## src/rtl/alu_ctrl_multu.sv

```systemverilog
// ALU control decode plus HI/LO register pair with a sequential 32-step unsigned shift-add multiplier.
// Latency: ALUCtl/HiLoOut combinational; MULTU result in HI/LO after 32 iterations, Done one cycle later.
// Backpressure: Stall holds MULTU/MFHI/MFLO while the multiplier iterates; other instructions flow.
module alu_ctrl_multu #(
    parameter int WIDTH = 32,
    parameter int CNT_W = 5
) (
    input  logic             clk,
    input  logic             rst_n,
    input  logic [1:0]       ALUOp,
    input  logic [5:0]       Funct,
    input  logic             Valid,
    input  logic [WIDTH-1:0] SrcA,
    input  logic [WIDTH-1:0] SrcB,
    output logic [2:0]       ALUCtl,
    output logic             HiLoSel,
    output logic [WIDTH-1:0] HiLoOut,
    output logic             Stall,
    output logic             Busy,
    output logic             Done
);

    typedef enum logic [1:0] {IDLE, MUL, DONE} state_t;

    localparam logic [CNT_W-1:0] CNT_LAST = '1;

    state_t           state, state_nxt;
    logic [WIDTH-1:0] hi, lo;
    logic [WIDTH-1:0] acc, mcand, mplier;
    logic [CNT_W-1:0] cnt;
    logic [WIDTH:0]   sum;
    logic             is_rtype, is_multu, is_mfhi, is_mflo;

    always_comb begin
        ALUCtl = 3'b010;
        case (ALUOp)
            2'b00: ALUCtl = 3'b010;
            2'b01: ALUCtl = 3'b110;
            2'b11: ALUCtl = 3'b000;
            default: begin
                case (Funct)
                    6'b100000: ALUCtl = 3'b010;
                    6'b100010: ALUCtl = 3'b110;
                    6'b100100: ALUCtl = 3'b000;
                    6'b100101: ALUCtl = 3'b001;
                    6'b101010: ALUCtl = 3'b111;
                    6'b000000: ALUCtl = 3'b011;
                    default:   ALUCtl = 3'b010;
                endcase
            end
        endcase
    end

    assign is_rtype = Valid && (ALUOp == 2'b10);
    assign is_multu = is_rtype && (Funct == 6'b011001);
    assign is_mfhi  = is_rtype && (Funct == 6'b010000);
    assign is_mflo  = is_rtype && (Funct == 6'b010010);

    assign HiLoSel = is_mfhi | is_mflo;
    assign HiLoOut = is_mfhi ? hi : (is_mflo ? lo : '0);

    assign Busy  = (state == MUL);
    assign Done  = (state == DONE);
    assign Stall = Busy & (is_multu | is_mfhi | is_mflo);

    // Carry out of the upper-half add becomes the MSB after the right shift.
    assign sum = {1'b0, acc} + {1'b0, (mplier[0] ? mcand : {WIDTH{1'b0}})};

    always_comb begin
        state_nxt = state;
        case (state)
            MUL:     state_nxt = (cnt == CNT_LAST) ? DONE : MUL;
            default: state_nxt = is_multu ? MUL : IDLE;
        endcase
    end

    always_ff @(posedge clk or negedge rst_n) begin
        if (!rst_n) begin
            state <= IDLE;
        end else begin
            state <= state_nxt;
        end
    end

    always_ff @(posedge clk or negedge rst_n) begin
        if (!rst_n) begin
            hi     <= '0;
            lo     <= '0;
            acc    <= '0;
            mcand  <= '0;
            mplier <= '0;
            cnt    <= '0;
        end else if (state == MUL) begin
            acc    <= sum[WIDTH:1];
            mplier <= {sum[0], mplier[WIDTH-1:1]};
            cnt    <= cnt + CNT_W'(1);
            if (cnt == CNT_LAST) begin
                hi <= sum[WIDTH:1];
                lo <= {sum[0], mplier[WIDTH-1:1]};
            end
        end else if (is_multu) begin
            mcand  <= SrcA;
            mplier <= SrcB;
            acc    <= '0;
            cnt    <= '0;
        end
    end

endmodule

```

## config.mk

```make
export PLATFORM = sky130hd
export DESIGN_NAME = alu_ctrl_multu
export DESIGN_NICKNAME = d
export VERILOG_FILES = /design/src/rtl/alu_ctrl_multu.sv
export SDC_FILE = /design/constraint.sdc
export NUM_CORES = 1
export LEC_CHECK = 0
export CAP_MARGIN = 10
export CORE_MARGIN = 4
export CORE_UTILIZATION = 56
export CTS_CLUSTER_DIAMETER = 200
export DETAILED_ROUTE_END_ITERATION = 8
export GPL_ROUTABILITY_DRIVEN = 1
export PLACE_DENSITY = 0.76
export SYNTH_ARGS = -nofsm -noshare
export SYNTH_HDL_FRONTEND = slang
export SYNTH_SLANG_ARGS = --single-unit
```

## constraint.sdc

```tcl
create_clock -name clk -period 4.2 [get_ports clk]
set_clock_uncertainty 0.1 [all_clocks]
set_input_delay 0.63 -clock clk [delete_from_list [all_inputs] [get_ports clk]]
set_output_delay 0.63 -clock clk [all_outputs]
set_load 0.02 [all_outputs]
```

==> impl_metrics.toml, run 1 <==
[logic_synthesis]
synth_common_cells = "nand2_1 (224), dfrtp_1 (167), o21ai_0 (90)"
synth_seq_cells = 167
synth.most_common_cell = "nand2_1"
yosys_warnings = 0
netlist_area_mm2 = 0.009268
ys_seq_area_frac = 0.4509
ys.flop_type = "dfrtp_1"
synthCells = 998
avgSynthCellArea_um2 = 9.286
synth.net_count = 1108
yosys.area.top_type_share = 0.4509
synth_largest_area_cell = "dfrtp_1"
synth_cell_type_count = 63
ys_async_sr_fraction = 1.000
synth_area_leaders = "dfrtp_1 (45%), nand2_1 (9.1%), mux2i_1 (7.0%), o21ai_0 (4.9%), ha_1 (4.6%)"
synth_edf_count = 0

[sta]
rsz0062_at_grt = "no"
post-route-period-util = 0.8731
fin_crit_ns = 3.667
max_slew.worst_pin.slew_ns = 0.8277
max_freq_mhz = 272.7
setup_violations = 0
hold_viol = 0
setup_tns_ns = 0
fin_hold_ws_ns = 0.1443
slew_headroom = 0.4482
slew_viol_final = 0

[power_and_ir_drop]
power_switching_mw = 2.101
leakagePower_nw = 5.047
total_power_mw = 5.811
vdd_drop_max_v = 0.0003562
pwr-share-clk = 0.274
internal_power_mw = 3.710
p_sw_frac = 0.3616
power_frac_seq = 0.444
pwr_density_cell_mw_per_mm2 = 522.3
combPwrFrac = 0.282

[layout]
drive_gt1_frac = 0.09307
antennaDiodeCount = 0
area_delta_synth_final_pct = 20.05
nets = 1193

[global_route]
first_global_vias = 7120
antenna_found_initial = 1
grt_start_max_net_pins = 94
grt_usage = 0.2488
grt_pass1_wl_um = 36430
grt.overflow.total = 0

[floorplan]
dieHeight_um = 136.6
row_count = 46
initial_core_util = 0.5771
dieArea_mm2 = 0.01867
die_w_um = 136.6
io_pins = 114
core_mm2 = 0.01606

[critical_path]
cp_max_fo = 21
worstSetupStartpointType = "input pin"
rrSetupSlack_ns = 0.83
crit_arrival_ns = 2.94
r2r_cells = 10
criticalPathCategory = "input pin to output pin"
setup.worst_path.end = "HiLoOut[13]"
crit_required_ns = 3.47
cp-startpoint = "Funct[4]"
reg2reg_from = "mplier[0]"
end_kind = "output pin"
r2r-end = "acc[31]"

[route]
route.met3.wl_um = 1340
via_per_inst = 5.673
route.detailed.drc = 0
ant_nets = 0
wl_per_cell_um = 16.94
drt_first_pass_iters = 6
top_layer = "met5"
m1WireLength_um = 10950
wl_um = 22220
drtIter0Drc = 396
via_count = 7443
wl_met2_um = 9647

[clock_tree]
cts.path.max_buffers = 2
clk_pin_slew_ns = 0.07
cts_max_level = 4
cts_tree = "done"
root_buffer = "clkbuf_16"
cts-resized-gates = 0
hold_buffers = 0
clkLatencyLatePin_ns = 0.43
cts_inserted_buffers = 17
cts_setup_buffers = 0
cts.sinks = 167

[placement]
port-buffer-count = 113
gp_congestion = 0.9080
dp_hpwl_um = 15820

[flow_run]
drv_cap = 0

[outcome]
status = "complete, no violations"

[min_path]
min_path_type = "input pin to async pin"
-- area by class of cell --
cell class              count  area, µm²
clock inverters            13      155.1
well taps                 216      270.3
fillers                  1255       4932
repair buffers            128       1252
clock buffers              19      452.9
multi-input cells         753       4756
flip-flops and latches    167       4179
inverters                  16      60.06
-- worst min path at each step --
stage / slack (ns) / to / cells past startpoint / start
final: 0.14 / mcand[3] / 1 / rst_n
after global routing: 0.22 / mcand[9] / 1 / rst_n
after CTS: 0.19 / mcand[3] / 1 / rst_n
after detailed placement: 0.36 / lo[31] / 2 / lo[31]
after global placement: 0.36 / lo[14] / 2 / lo[14]
after floorplan: 0.23 / acc[0] / 0 / rst_n
-- critical path: stages --
cell	delay (ns)
clkdlybuf4s50_1	0.54
nand2_1	0.08
nor3_1	0.13
nand3_1	0.18
or3_1	0.39
buf_4	0.23
nor2_1	0.14
clkdlybuf4s50_1	0.62
-- per-layer routing --
| metal | up-vias | track usage |
|---|---|---|
| met1 | 3587 | 0.3788 |
| met4 | 2 | 0.06663 |
| met5 | - | 0 |
| li1 | 3653 | - |
| met2 | 180 | 0.3661 |
| met3 | 21 | 0.04596 |
-- sequential cells by signal, indices dropped and copies added (netlist names) --
signal and count:
acc 32, hi 32, cnt 5, lo 32
mplier 32, state 2, mcand 32
-- power groups by stage --
stage,registers [mW],logic [mW],clock network [mW]
after floorplan,2.44,1.21,0
after global placement,2.57,1.59,0
after detailed placement,2.58,1.63,0
after CTS,2.57,1.64,1.62
after global routing,2.63,1.87,1.70
final,2.58,1.64,1.59
-- stage by stage --
step / area, µm² / std cells / utilization / worst slack (ns)
final: 11130 / 1312 / 0.6928 / 0.5329
after CTS: 11130 / 1312 / 0.6928 / 0.5478
after floorplan: 9268 / 998 / - / 1.046
after global placement: 10520 / 1280 / 0.6550 / 0.6276
after global routing: 11130 / 1312 / 0.6928 / 0.4378
after detailed placement: 10520 / 1280 / 0.6550 / 0.5642
-- layout by cell type (no fill, tap or decap), types with 4 or more instances in the layout --
cell	n
o22ai_1	27
xnor2_1	17
or3_1	5
inv_6	5
a21oi_1	39
mux2_2	32
and2_1	33
ha_1	34
clkdlybuf4s50_1	111
clkbuf_16	17
nor3_1	11
nor2_1	53
o21bai_1	4
a31oi_1	7
and3_1	7
inv_1	15
a21o_1	9
nand4_1	9
buf_4	14
o211ai_1	4
xor2_1	10
nand3_1	13
a211oi_1	6
mux2i_1	65
dfrtp_1	167
o21ai_0	90
nand2_1	223
-- cells by family (layout without fill, tap and decap cells) --
| kind of cell | after synthesis | after routing | share of synthesized area |
|---|---|---|---|
| multiplexers | 97 | 97 | 0.1091 |
| XOR/XNOR | 27 | 27 | 0.02552 |
| buffers and inverters | 78 | 176 | 0.03726 |
| AND/OR/NAND/NOR | 375 | 375 | 0.1787 |
| flip-flops | 167 | 167 | 0.4509 |
| AO/OA/AOI/OAI | 219 | 219 | 0.1504 |
| adder cells (fa/ha/maj) | 35 | 35 | 0.04806 |
Note: power is estimated with default switching activity, not from simulation.
==> inputs of run 2 (changes only) <==
--- a/config.mk
+++ b/config.mk
@@ -6,7 +6,6 @@
 export NUM_CORES = 1
 export LEC_CHECK = 0
 export CAP_MARGIN = 10
-export CORE_MARGIN = 4
 export CORE_UTILIZATION = 56
 export CTS_CLUSTER_DIAMETER = 200
 export DETAILED_ROUTE_END_ITERATION = 8
==> run 2 against run 1 <==
Net effect: sequential share of layout area increased by 0.10 points; clock power about the same; final area decreased by 0.27%; fmax is essentially flat; critical path type is now register to register.
==> impl_metrics.toml, run 2 (synthesis gave the netlist of run 1 again) <==
[outcome]
status = "complete, no violations"

[clock_tree]
cts-resized-gates = 0
root_buffer = "clkbuf_16"
clk_pin_slew_ns = 0.07
cts_tree = "done"
cts.path.max_buffers = 2
cts.sinks = 167
cts_inserted_buffers = 17
cts_setup_buffers = 0
clkLatencyLatePin_ns = 0.44
cts_max_level = 4
hold_buffers = 0

[global_route]
grt_start_max_net_pins = 72
grt.overflow.total = 0
first_global_vias = 7062
antenna_found_initial = 0
grt_usage = 0.2741
grt_pass1_wl_um = 35910

[floorplan]
row_count = 46
dieArea_mm2 = 0.01707
core_mm2 = 0.01600
initial_core_util = 0.5792
die_w_um = 130.6
io_pins = 114
dieHeight_um = 130.6

[route]
ant_nets = 0
wl_per_cell_um = 16.56
via_per_inst = 5.690
via_count = 7459
drt_first_pass_iters = 5
wl_um = 21710
route.detailed.drc = 0
drtIter0Drc = 542

[power_and_ir_drop]
pwr_density_cell_mw_per_mm2 = 520.6
leakagePower_nw = 5.036
vdd_drop_max_v = 0.0003487

[placement]
port-buffer-count = 113
dp_hpwl_um = 15400
dp_cells = 1279
gp_congestion = 0.9076

[sta]
rsz0062_at_grt = "no"
setup_violations = 0
slew_viol_final = 0
fin_crit_ns = 3.669
slew_headroom = 0.4629
max_slew.worst_pin.slew_ns = 0.8056
post-route-period-util = 0.8736
setup_tns_ns = 0
hold_viol = 0
max_freq_mhz = 272.5

[layout]
stdcell_count = 1311
area_delta_synth_final_pct = 19.72
final_cell_mix = "nand2_1 (223), dfrtp_1 (167), clkdlybuf4s50_1 (111)"
nets = 1192
antennaDiodeCount = 0
drive_gt1_frac = 0.09132
layout_commonest_cell = "nand2_1"

[critical_path]
rrSetupSlack_ns = 0.53
r2r_cells = 10
cp_max_fo = 33
criticalPathCategory = "register to register"
r2r-end = "acc[31]"
cp-startpoint = "mplier[0]"
worstSetupStartpointType = "register"
reg2reg_from = "mplier[0]"
end_kind = "register"
crit_required_ns = 4.41
crit_arrival_ns = 3.88

[min_path]
min_path_type = "input pin to async pin"

[flow_run]
drv_cap = 0
-- run 2: cell types whose count changed in the layout (fill, tap and decap cells not counted), sizes merged --
cell    change
clkinv      +3
inv         -3
buf         -1
bufinv      +1
clkbuf      -1
-- run 2: worst max-delay path by stage --
stage,to,slack (ns),cells after the start
after detailed placement,acc[31],0.57,10
after global placement,HiLoOut[30],0.64,8
after CTS,acc[31],0.52,10
after global routing,acc[31],0.33,10
final,acc[31],0.53,10
after floorplan,acc[31],1.05,11
-- run 2: final cells by class --
type                            count  area (µm²)
Clock buffer                       18       429.2
Clock inverter                     14       168.9
Fill cell                        1342        4905
Inverter                           16       60.06
Multi-Input combinational cell    753        4756
Sequential cell                   167        4179
Tap cell                          216       270.3
Timing Repair Buffer              127        1232
-- run 2: report_power, final --
part           leakage [nW]  internal [mW]  switching, mW  total, mW
Sequential             2.19           2.16          0.434       2.60
Combinational          2.55          0.666          0.936       1.60
Clock                 0.293          0.892          0.688       1.58
-- run 2: routing by layer --
layer / track usage / share of wire / wire length [µm]
met4: 0.09060 / 0.018 / 389
met2: 0.3996 / 0.43 / 9238
met1: 0.4149 / 0.50 / 10860
met3: 0.04520 / 0.056 / 1213
met5: 0 / 0 / 0
-- run 2: through the flow --
step | util | power, mW | worst slack (ns) | hold slack [ns] | instance area, µm²
after floorplan | - | 3.648 | 1.046 | 0.2344 | 9268
after global placement | 0.6561 | 4.129 | 0.6428 | 0.3568 | 10500
after detailed placement | 0.6561 | 4.185 | 0.5696 | 0.3623 | 10500
after CTS | 0.6935 | 5.787 | 0.5209 | 0.1072 | 11100
after global routing | 0.6935 | 6.149 | 0.3306 | 0.1270 | 11100
final | 0.6935 | 5.777 | 0.5309 | 0.06937 | 11100
-- run 2: worst max-delay path, cell delays in order, from the launching register on --
cell,delay (ns)
dfrtp_1,0.68
and2_1,0.29
ha_1,0.21
fa_1,0.43
a211oi_2,0.31
o211ai_2,0.16
a2111oi_4,0.45
or3_4,0.23
a41oi_4,0.14
a2111oi_4,0.39
o22ai_1,0.14
==> inputs of run 3 (changes only) <==
--- a/config.mk
+++ b/config.mk
@@ -5,11 +5,13 @@
 export SDC_FILE = /design/constraint.sdc
 export NUM_CORES = 1
 export LEC_CHECK = 0
+export ABC_CLOCK_PERIOD_IN_PS = 4200
 export CAP_MARGIN = 10
 export CORE_UTILIZATION = 56
 export CTS_CLUSTER_DIAMETER = 200
 export DETAILED_ROUTE_END_ITERATION = 8
 export GPL_ROUTABILITY_DRIVEN = 1
+export MAX_ROUTING_LAYER = met4
 export PLACE_DENSITY = 0.76
 export SYNTH_ARGS = -nofsm -noshare
 export SYNTH_HDL_FRONTEND = slang
==> run 3 against run 2 <==
Net effect: worst setup slack better by 0.030 ns; core utilization down 0.31 points; register-to-register slack better by 0.03 ns; routed wire length down 0.63%; clock power down 6%; flip-flop and latch count unchanged; total power down 1.7%; combinational power about the same; fmax up 0.81%; non-clock buffer count down 1; die area unchanged; via count down 0.95%; critical endpoint unchanged.
==> impl_metrics.toml, run 3 (synthesis gave the netlist of run 1 again) <==
[outcome]
status = "complete, no violations"

[global_route]
first_global_vias = 6862
grt_usage = 0.2774
grt_pass1_wl_um = 35160
antenna_found_initial = 0
grt.overflow.total = 0
grt_start_max_net_pins = 99

[critical_path]
r2r_cells = 10
crit_arrival_ns = 3.84
end_kind = "register"
criticalPathCategory = "register to register"
crit_required_ns = 4.40
r2r-end = "acc[31]"
cp_max_fo = 33
worstSetupStartpointType = "register"
rrSetupSlack_ns = 0.56
cp-startpoint = "mplier[0]"
setup.worst_path.end = "acc[31]"
reg2reg_from = "mplier[0]"

[layout]
layout_commonest_cell = "nand2_1"
final_cell_mix = "nand2_1 (223), dfrtp_1 (167), clkdlybuf4s50_1 (111)"
nFillCells = 1293
drive_gt1_frac = 0.09049
final_area_mm2 = 0.01105
area_delta_synth_final_pct = 19.18
antennaDiodeCount = 0
nets = 1191

[sta]
fin_crit_ns = 3.640
setup_tns_ns = 0
fin_hold_ws_ns = 0.1598
post-route-period-util = 0.8666
hold_viol = 0
setup_violations = 0
max_freq_mhz = 274.8
slew_headroom = 0.4178
slew_viol_final = 0
rsz0062_at_grt = "no"
max_slew.worst_pin.slew_ns = 0.8734

[flow_run]
drv_cap = 0

[placement]
port-buffer-count = 113
gp_congestion = 0.9295
dp_hpwl_um = 15410
place_area_mm2 = 0.01049

[power_and_ir_drop]
p_sw_frac = 0.3636
power_switching_mw = 2.065
pwr-share-clk = 0.263
leakagePower_nw = 5.003
pwr_density_cell_mw_per_mm2 = 514.1
internal_power_mw = 3.613
combPwrFrac = 0.282
vdd_drop_max_v = 0.0003812
power_frac_seq = 0.455

[route]
wl_um = 21570
drt_first_pass_iters = 6
wl_per_cell_um = 16.47
via_per_inst = 5.640
route.detailed.drc = 0
ant_nets = 0
via_count = 7388
drtIter0Drc = 621

[clock_tree]
cts_max_level = 4
clkLatencyLatePin_ns = 0.43
clk_pin_slew_ns = 0.07
cts.sinks = 167
cts_inserted_buffers = 17
cts-resized-gates = 0
root_buffer = "clkbuf_16"
hold_buffers = 0
cts_tree = "done"
cts_setup_buffers = 0
cts.path.max_buffers = 2

[floorplan]
initial_core_util = 0.5792
dieHeight_um = 130.6
io_pins = 114
core_mm2 = 0.01600
row_count = 46
die_w_um = 130.6
dieArea_mm2 = 0.01707

[min_path]
min_path_type = "input pin to async pin"
[run 3: metrics by stage]
step,power (mW),setup WS [ns],cells,utilization
after CTS,5.675,0.5469,1310,0.6903
after global placement,4.129,0.6356,1278,0.6556
after detailed placement,4.177,0.5661,1278,0.6556
after global routing,6.036,0.3173,1310,0.6903
final,5.678,0.5605,1310,0.6903
after floorplan,3.648,1.046,998,-
[run 3: cell type report]
type | count | area, µm² | area share
timing repair buffer | 126 | 1225 | 0.1109
clock buffer | 19 | 442.9 | 0.04010
clock inverter | 13 | 112.6 | 0.01019
multi-input combinational | 753 | 4756 | 0.4306
inverter | 16 | 60.06 | 0.005437
sequential | 167 | 4179 | 0.3783
tap | 216 | 270.3 | 0.02447
[run 3: worst min-delay path by stage]
stage	to	slack (ns)	startpoint	cells after the start
5_1_grt	mcand[8]	0.24	rst_n	1
3_3_place_gp	lo[14]	0.36	lo[14]	2
3_5_place_dp	lo[14]	0.36	lo[14]	2
4_1_cts	mcand[1]	0.21	rst_n	1
2_1_floorplan	acc[0]	0.23	rst_n	0
6_report	mcand[1]	0.16	rst_n	1
[run 3: worst max-delay path, stage by stage, from the launching register on]
cell and delay, ns:
dfrtp_1 0.66, and2_1 0.28, ha_1 0.21, fa_1 0.43, a211oi_2 0.29, o211ai_2 0.16, a2111oi_4 0.47, or3_4 0.23
a41oi_4 0.14, a2111oi_4 0.40, o22ai_1 0.14
[run 3: power groups by stage]
| stage | registers [mW] | clock network, mW | logic, mW |
|---|---|---|---|
| after global routing | 2.66 | 1.57 | 1.81 |
| after global placement | 2.59 | 0 | 1.54 |
| after CTS | 2.58 | 1.50 | 1.59 |
| after floorplan | 2.44 | 0 | 1.21 |
| final | 2.58 | 1.49 | 1.60 |
| after detailed placement | 2.59 | 0 | 1.59 |
[run 3: per-layer routing]
| layer | track usage | wire (µm) |
|---|---|---|
| met3 | 0.04479 | 1054 |
| met2 | 0.3943 | 9432 |
| met1 | 0.4124 | 10910 |
| met4 | 0.07167 | 172 |
| met5 | - | 0 |
